**config.mk**
```make
export PLATFORM = sky130hd
export DESIGN_NAME = regfile_writeback
export DESIGN_NICKNAME = d
export VERILOG_FILES = /design/src/rtl/regfile_writeback.sv
export SDC_FILE = /design/constraint.sdc
export NUM_CORES = 1
export LEC_CHECK = 0
export BUFFER_PORTS_ARGS = -buffer_cell sky130_fd_sc_hd__buf_2
export CAP_MARGIN = 10
export CORE_AREA = 2 2 133 135
export DETAILED_ROUTE_END_ITERATION = 16
export DIE_AREA = 0 0 135 137
export GPL_ROUTABILITY_DRIVEN = 0
export GPL_TIMING_DRIVEN = 1
export PLACE_DENSITY_LB_ADDON = 0.08
export SYNTH_ARGS = -nofsm -noshare
export SYNTH_HDL_FRONTEND = slang
export SYNTH_SLANG_ARGS = --single-unit
```
**constraint.sdc**
```tcl
create_clock -name clk -period 5.11 [get_ports clk]
set_input_delay 0.511 -clock clk [delete_from_list [all_inputs] [get_ports clk]]
set_output_delay 0.511 -clock clk [all_outputs]
set_load 0.02 [all_outputs]
```
**src/rtl/regfile_writeback.sv**
```systemverilog
// regfile_writeback: register-file write-back stage.
//
// Merges an unbuffered ALU result stream and a buffered load result stream
// onto the single register-file write port. It also keeps a per-register
// pending-write scoreboard.
//
// Optional feature: define WB_BYPASS_EN to add the fwd_hit1/2 and
// fwd_data1/2 outputs. These forward the value being written this cycle to
// the two lookup ports.
//
// Handshake semantics (both result inputs): a transfer happens on a posedge
// where valid && ready are both high. The producer must hold rd/data stable
// while valid is high and ready is low.
//  - ld_ready depends only on FIFO occupancy. It does not look at ld_valid
//    or at a same-cycle pop.
//  - alu_ready is the ALU grant. It depends combinationally on alu_valid.
//  - While rst is high, neither ready is asserted.

module regfile_writeback #(
    parameter int LD_DEPTH = 4
) (
    input  logic        clk,
    input  logic        rst,
    input  logic        alu_valid,
    output logic        alu_ready,
    input  logic [4:0]  alu_rd,
    input  logic [31:0] alu_data,
    input  logic        ld_valid,
    output logic        ld_ready,
    input  logic [4:0]  ld_rd,
    input  logic [31:0] ld_data,
    input  logic        issue_valid,
    input  logic [4:0]  issue_rd,
    output logic [4:0]  rf_addr,
    output logic        rf_we,
    output logic [31:0] rf_wd,
    output logic [31:0] busy,
    input  logic [4:0]  chk_addr1,
    input  logic [4:0]  chk_addr2,
    output logic        chk_busy1,
    output logic        chk_busy2
`ifdef WB_BYPASS_EN
    ,
    output logic        fwd_hit1,
    output logic        fwd_hit2,
    output logic [31:0] fwd_data1,
    output logic [31:0] fwd_data2
`endif
);

    localparam int PW = (LD_DEPTH > 1) ? $clog2(LD_DEPTH) : 1;
    localparam int CW = PW + 1;

    // Source that won the most recent contended cycle.
    typedef enum logic {
        SRC_FIFO = 1'b0,
        SRC_ALU  = 1'b1
    } src_e;

    // Load FIFO storage and bookkeeping.
    logic [4:0]    fifo_rd   [LD_DEPTH];
    logic [31:0]   fifo_data [LD_DEPTH];
    logic [PW-1:0] wptr;
    logic [PW-1:0] rptr;
    logic [CW-1:0] count;

    src_e          last_grant;

    logic          alu_pend;
    logic          fifo_pend;
    logic          contend;
    logic          grant_alu;
    logic          grant_fifo;
    logic          push;
    logic          pop;
    logic [31:0]   busy_next;

    // Arbitration: a lone requester always wins. When both sources request,
    // the one that lost the previous contention wins this one.
    always_comb begin
        alu_pend   = alu_valid && !rst;
        fifo_pend  = (count != '0) && !rst;
        contend    = alu_pend && fifo_pend;
        grant_alu  = alu_pend && (!fifo_pend || (last_grant == SRC_FIFO));
        grant_fifo = fifo_pend && !grant_alu;
        alu_ready  = grant_alu;
        ld_ready   = !rst && (count < CW'(LD_DEPTH));
        push       = ld_valid && ld_ready;
        pop        = grant_fifo;
    end

    // Write-port mux. Writes to x0 still consume their source, but they
    // never raise rf_we.
    always_comb begin
        rf_addr = 5'd0;
        rf_wd   = 32'd0;
        if (grant_alu) begin
            rf_addr = alu_rd;
            rf_wd   = alu_data;
        end else if (grant_fifo) begin
            rf_addr = fifo_rd[rptr];
            rf_wd   = fifo_data[rptr];
        end
        rf_we = (grant_alu || grant_fifo) && (rf_addr != 5'd0);
    end

    // FIFO payload storage. Stale entries are harmless because the pointers
    // and count are what reset.
    always_ff @(posedge clk) begin
        if (push) begin
            fifo_rd[wptr]   <= ld_rd;
            fifo_data[wptr] <= ld_data;
        end
    end

    // FIFO pointers and occupancy. Pointers wrap naturally at a power of 2.
    always_ff @(posedge clk) begin
        if (rst) begin
            wptr  <= '0;
            rptr  <= '0;
            count <= '0;
        end else begin
            if (push) begin
                wptr <= wptr + PW'(1);
            end
            if (pop) begin
                rptr <= rptr + PW'(1);
            end
            case ({push, pop})
                2'b10:   count <= count + CW'(1);
                2'b01:   count <= count - CW'(1);
                default: count <= count;
            endcase
        end
    end

    // Round-robin memory. It only moves on cycles where both sources
    // compete. It resets to FIFO so that the ALU wins the first contention.
    always_ff @(posedge clk) begin
        if (rst) begin
            last_grant <= SRC_FIFO;
        end else if (contend) begin
            last_grant <= grant_alu ? SRC_ALU : SRC_FIFO;
        end
    end

    // Scoreboard next state. The clear is applied first, so a same-cycle
    // issue to the same register leaves its bit set. x0 is never pending.
    always_comb begin
        busy_next = busy;
        if (rf_we) begin
            busy_next[rf_addr] = 1'b0;
        end
        if (issue_valid && (issue_rd != 5'd0)) begin
            busy_next[issue_rd] = 1'b1;
        end
        busy_next[0] = 1'b0;
    end

    // Scoreboard register.
    always_ff @(posedge clk) begin
        if (rst) begin
            busy <= 32'd0;
        end else begin
            busy <= busy_next;
        end
    end

    // Scoreboard lookups.
    always_comb begin
        chk_busy1 = busy[chk_addr1];
        chk_busy2 = busy[chk_addr2];
    end

`ifdef WB_BYPASS_EN
    // Forward the value being written this cycle to the lookup ports.
    always_comb begin
        fwd_hit1  = rf_we && (rf_addr == chk_addr1);
        fwd_hit2  = rf_we && (rf_addr == chk_addr2);
        fwd_data1 = fwd_hit1 ? rf_wd : 32'd0;
        fwd_data2 = fwd_hit2 ? rf_wd : 32'd0;
    end
`endif

endmodule

```
* Yosys cells after proc, flatten, opt, wreduce, memory -nomap -nowiden *
Memories as Yosys holds them, arrays and structs flattened. A register that Yosys moved wholly into a read port is not among the register bits.
Cells that the tools add are included.

word-level totals
  memories = 2
  bits in writable memories = 148
  flip-flop bits (word level) = 40
  output and inout port bits = 74
  input port bits = 94

operators by class
  $add $sub $neg = 4
  reductions and logical operators = 20
  multiplexer cells = 22
  equality and inequality tests = 2
  order comparisons = 7
  bitwise gates (word level) = 4

memory list
  memory     words  bits a word  rd ports  clocked after Yosys merged registers in  wr ports  line  RTL
  fifo_data  4      32           1         1                                        1         62    logic [31:0] fifo_data [LD_DEPTH];
  fifo_rd    4      5            1         1                                        1         61    logic [4:0] fifo_rd [LD_DEPTH];

operators with widths
  cell                 number
  $mux 32              4
  $and 32x32->32       1
  $not 32->32          1
  $or 32x32->32        1
  $lt 5x6->1 const B   4
  $logic_and 1x1->1    11
  $bmux 1 s5           2
  $demux 1 s5          2
  $ge 5x1->1 const B   2
  $mux 5               2
  $reduce_bool 5->1    2
  $mux 2               4
  $mux 1               7
  $pmux 3 s2           1
  $add 2x1->2 const B  2
  $add 3x1->3 const B  1
  $logic_not 1->1      3
  $lt 3x3->1 const B   1
  $reduce_bool 3->1    1
  $sub 3x1->3 const B  1
  $eq 2x1->1 const B   1
  $eq 2x2->1 const B   1
  $logic_or 1x1->1     2
  $reduce_bool 2->1    1
  $not 1->1            1

* Depth between registers and ports, before layout *
  depth in word-level cells = 18
  gate-level depth with buffers = 12

* Worst setup path after synthesis *
No wires, ideal clock.

  kind = input to output
  start point = input port chk_addr1[0]
  end point = output port chk_busy1
  stages on the path = 4
  buffers on the path = 1
  path slack = 2.398 ns
  arrival time = 2.201 ns
  cells stage by stage = clkbuf_1 > mux4_2 > mux4_2 > mux2_2

on the way
  longest elaborated chain between the ends = 2

ends and longest elaborated chain
  element                       line  RTL
  from (decl)                   38    input logic [4:0] chk_addr1,
  $bmux 1 s5                    171   chk_busy1 = busy[chk_addr1];
  $mux 1 (implied by the code)  171
  to (decl)                     40    output logic chk_busy1,

No other way between the ends. The select of a mux whose other input is x is not followed.

* Worst setup path after layout *
  start point = input port rst
  end point = output port rf_addr[2]

on the way
  longest elaborated chain between the ends = 9

ends and longest elaborated chain
  element              line    RTL
  from (decl)          23      input logic rst,
  $logic_not 1->1 (*)  81, 82
  $logic_and 1x1->1    82      fifo_pend = (count != '0) && !rst;
  $logic_not 1->1      84      grant_alu = alu_pend && (!fifo_pend || (last_grant == SRC_FIFO));
  $logic_or 1x1->1     84
  $logic_and 1x1->1    84
  $logic_not 1->1      85      grant_fifo = fifo_pend && !grant_alu;
  $logic_and 1x1->1    85
  $mux 5               100     end else if (grant_fifo) begin
  $mux 5 (*)           97      if (grant_alu) begin
  to (decl)            34      output logic [4:0] rf_addr,

Mark *: on every way between the ends. The rest lies on a longest branch, timed or not.

==> summary.md <==
| Metric | Value |
|---|---|
| Layout area overhead | `19.55%` |
| Vias in the first global route | `~5400` |
| Final setup margin | `1.375 ns` |
| Post-route ant nets | `0` |
| Drt initial violations | `509` |
| Final min period | `3.735 ns` |
| Die Ht | `between 100 and 150 um` |
| Startpoint types | `primary input` |
| Fmax | `0.2678 GHz` |
| Slew HR | `28.68%` |
| Non-Filler Instances | `918` |
| Worst slack at placement | `1.414 ns` |
| Post-synth net total | `roughly 620` |
| Crit-path cells | `buf_2 > clkinv_1 > nand3_1 > inv_1 > buf_4 > a21boi_2 > inv_2 > buf_2` |
| Sequential power share | `50.3%` |
| Core ar. | `17060 um^2` |
| Initial core utilization | `48.08%` |
| I/O pin total | `168` |
| Global Route Usage Sum | `21.05%` |
| Ys flop type | `edfxtp_1` |
| Most used cell, CP | `buf_2` |
| Status | `finished, final reports clean` |
| Post-Place Cells | `884` |
| TritonCTS clock tree | `yes` |
| Num Clock Sinks | `about 190` |
| Slowest CP cell | `buf_2` |
| Setup Buffers After CTS | `0` |
| Row cnt | `48` |
| Mapped Area | `8200 um^2` |
| Min Hold Slack | `a little under 0.3 ns` |
| Total Wirelength | `18930 um` |
| Synthesized flop and latch total | `about 190` |
| Grt ovf | `0` |
| Syn Area/Cell | `approximately 16 um^2` |
| Worst Hold Class | `in2reg` |
| Hpwl dp | `12990 um` |
| NumNets Final | `778` |
| Die area | `18500 um^2` |
| Vias | `5366` |
| Post-CTS Resized | `0` |
| Buffers on Ports | `166` |
| CP peak stage delay | `0.59 ns` |
| Die Span X | `135 um` |
| Max cap viols | `0` |
| CP Class | `in2out` |
| Register area share after synthesis | `64.21%` |
| WL per Instance | `20.62 um` |
| RSZ-0062 raised after global routing | `false` |
| Crit path DAT | `3.22 ns` |
| Count of final hold-check violations | `0` |
| Cts bufs inserted | `17` |
| Sw Share | `between 20% and 30%` |
| Clock Power Share | `37.1%` |
| Worst-Margin Slew | `1.070 ns` |
| Power per standard cell area | `351.1 nW/um^2` |
| Worst Setup End Kind | `primary output` |
| Via density | `5.845` |
| Worst-path clk slew | `0.07 ns` |
| DRT Pass-1 Iters | `9` |
| Largest net degree at the start of global routing | `43` |
| Initial antenna violation count | `2` |
| Final setup vio count | `0` |
| Number of synthesized flops with an enable pin | `around 150` |
| Setup TNS | `0 ns` |
| H-tree Lvls | `4` |
| Async set-reset flop share out of synthesis | `0%` |
| CTS Root Cell | `clkbuf_16` |
| Clk_skew | `0.009633 ns` |
| Clock Latency Late Sink | `0.42 ns` |
| Share of cells above drive strength 1 | `38.93%` |
| Leak | `3.535 nW` |
| Syn Inst Count | `519` |
| Post-CTS Hold Fix Bufs | `0` |
| CP Max Fanout | `between 40 and 50` |
| Fillers | `1381` |
| Period utilization | `about 73%` |
| Logic pwr share | `12.6%` |
| Internal power | `~2.6 mW` |
| Max VDD drop | `0.0002371 V` |
| Yosys warnings | `0` |
| Critical Path RT | `4.60 ns` |
| Pins over their slew limit | `0` |
| Net Sw Power | `869.8 uW` |
| Clock Path Buffers | `2` |
| First-pass GRT wire length | `between 20000 and 30000 um` |
| Synth unique cells | `53` |
| DRC Markers | `0` |
==> cell type report <==
| cell class | count | area (um^2) | area share, % |
|---|---|---|---|
| flip-flops and latches | 189 | 5268 | 53.73 |
| multi-input cells | 288 | 2770 | 28.26 |
| repair buffers | 169 | 853.3 | 8.705 |
| clock buffers | 17 | 425.4 | 4.340 |
| well taps | 225 | 281.5 | 2.872 |
| clock inverters | 15 | 151.4 | 1.544 |
| inverters | 13 | 48.80 | 0.4978 |
| diodes | 2 | 5.005 | 0.05105 |
==> cells in the final DEF (no fill, tap or decap), types with 2 or more instances in the layout <==
| master | Yosys | final |
|---|---|---|
| a22o_1 | 32 | 32 |
| inv_6 | 0 | 4 |
| clkinv_4 | 0 | 3 |
| a311oi_1 | 8 | 8 |
| inv_8 | 0 | 4 |
| nor3_1 | 2 | 2 |
| mux4_2 | 53 | 53 |
| diode_2 | 0 | 2 |
| clkbuf_16 | 0 | 17 |
| edfxtp_1 | 148 | 148 |
| nor2b_1 | 5 | 5 |
| o211ai_1 | 3 | 3 |
| and2_1 | 3 | 3 |
| xnor2_1 | 2 | 2 |
| or3_1 | 3 | 3 |
| buf_2 | 1 | 166 |
| clkinv_1 | 2 | 4 |
| nand2_1 | 43 | 43 |
| dfxtp_2 | 0 | 2 |
| mux2_2 | 4 | 4 |
| and4_1 | 3 | 3 |
| and3_2 | 0 | 4 |
| o32ai_1 | 2 | 2 |
| o21ai_0 | 14 | 14 |
| o31ai_1 | 18 | 18 |
| mux4_1 | 2 | 2 |
| xor2_1 | 4 | 4 |
| and3_1 | 6 | 2 |
| buf_4 | 1 | 3 |
| nand2b_1 | 6 | 6 |
| dfxtp_1 | 41 | 39 |
| nand3_1 | 3 | 3 |
| nor2_1 | 17 | 17 |
| inv_1 | 10 | 10 |
| a21oi_1 | 30 | 30 |
| ha_1 | 5 | 5 |
==> Yosys cell counts (3+ instances only) <==
master / instances / area [um^2]
clkbuf_1: 17 / 63.81
nand2b_1: 6 / 37.54
ha_1: 5 / 62.56
a311oi_1: 8 / 70.07
and4_1: 3 / 26.28
dfxtp_1: 41 / 820.8
nand3_1: 3 / 15.01
edfxtp_1: 148 / 4444
buf_1: 9 / 33.78
a21oi_1: 30 / 150.1
and3_1: 6 / 37.54
o21ai_0: 14 / 70.07
inv_1: 10 / 37.54
mux4_2: 53 / 1194
and2_1: 3 / 18.77
a22o_1: 32 / 280.3
or3_1: 3 / 18.77
o211ai_1: 3 / 22.52
nand2_1: 43 / 161.4
xor2_1: 4 / 35.03
nor2_1: 17 / 63.81
mux2_2: 4 / 45.04
o31ai_1: 18 / 135.1
nor2b_1: 5 / 31.28
==> critical path: cells and delay by family <==
kind | cells | cell delay, ns
simple gates | 1 | 0.21
compound gates | 1 | 0.38
buf+inv | 6 | 2.10
==> metal layers <==
| metal | track usage (%) | routed length, um | vias to the layer above |
|---|---|---|---|
| met5 | 0 | 0 | - |
| met4 | 9.491 | 565 | 0 |
| met3 | 5.333 | 1255 | 34 |
| met2 | 35.87 | 9608 | 222 |
| met1 | 25.41 | 7497 | 2680 |
| li1 | - | - | 2430 |
==> registers in the layout, summed over array words and instances, names as in the netlist, named ones only <==
| signal | flops |
|---|---|
| busy | 31 |
| count | 3 |
| fifo_data | 128 |
| fifo_rd | 20 |
| last_grant | 1 |
| rptr | 2 |
| wptr | 2 |
==> per-stage QoR <==
step	area (um^2)	utilization [%]	power [mW]
2_1_floorplan	8200	-	2.048
3_3_place_gp	9221	54.06	2.191
3_5_place_dp	9221	54.06	2.202
4_1_cts	9798	57.45	3.475
5_1_grt	9798	57.45	3.574
6_report	9803	57.48	3.442
==> power by group through the flow <==
stage | Combinational, mW | Sequential, mW | Clock [mW]
finish | 0.433 | 1.73 | 1.28
global route | 0.468 | 1.74 | 1.37
CTS | 0.436 | 1.73 | 1.31
detailed placement | 0.434 | 1.77 | 0
global placement | 0.427 | 1.76 | 0
floorplan | 0.291 | 1.76 | 0
==> final timing paths <==
path                          from                    endpoint  slack [ns]  cells after the start
max reg2reg  count[0]$_SDFFE_PP0P_       count[2]$_SDFFE_PP0P_        2.26                      9
max                            rst                  rf_addr[2]        1.38                      8
min                    ld_data[26]  fifo_data[0][26]$_DFFE_PP_        0.29                      1
min reg2reg    busy[10]$_SDFF_PP0_         busy[10]$_SDFF_PP0_        0.51                      2
==> logic make-up after synthesis <==
group	count (synthesis)	share of synthesized area (%)
buf+inv	42	2.075
other cells	1	0.04573
fa+ha+maj	6	1.007
simple gates	97	5.707
mux	59	15.75
flops	189	64.21
xor+xnor	6	0.6408
compound gates	119	10.57
Power figures use the tool's default switching activity.
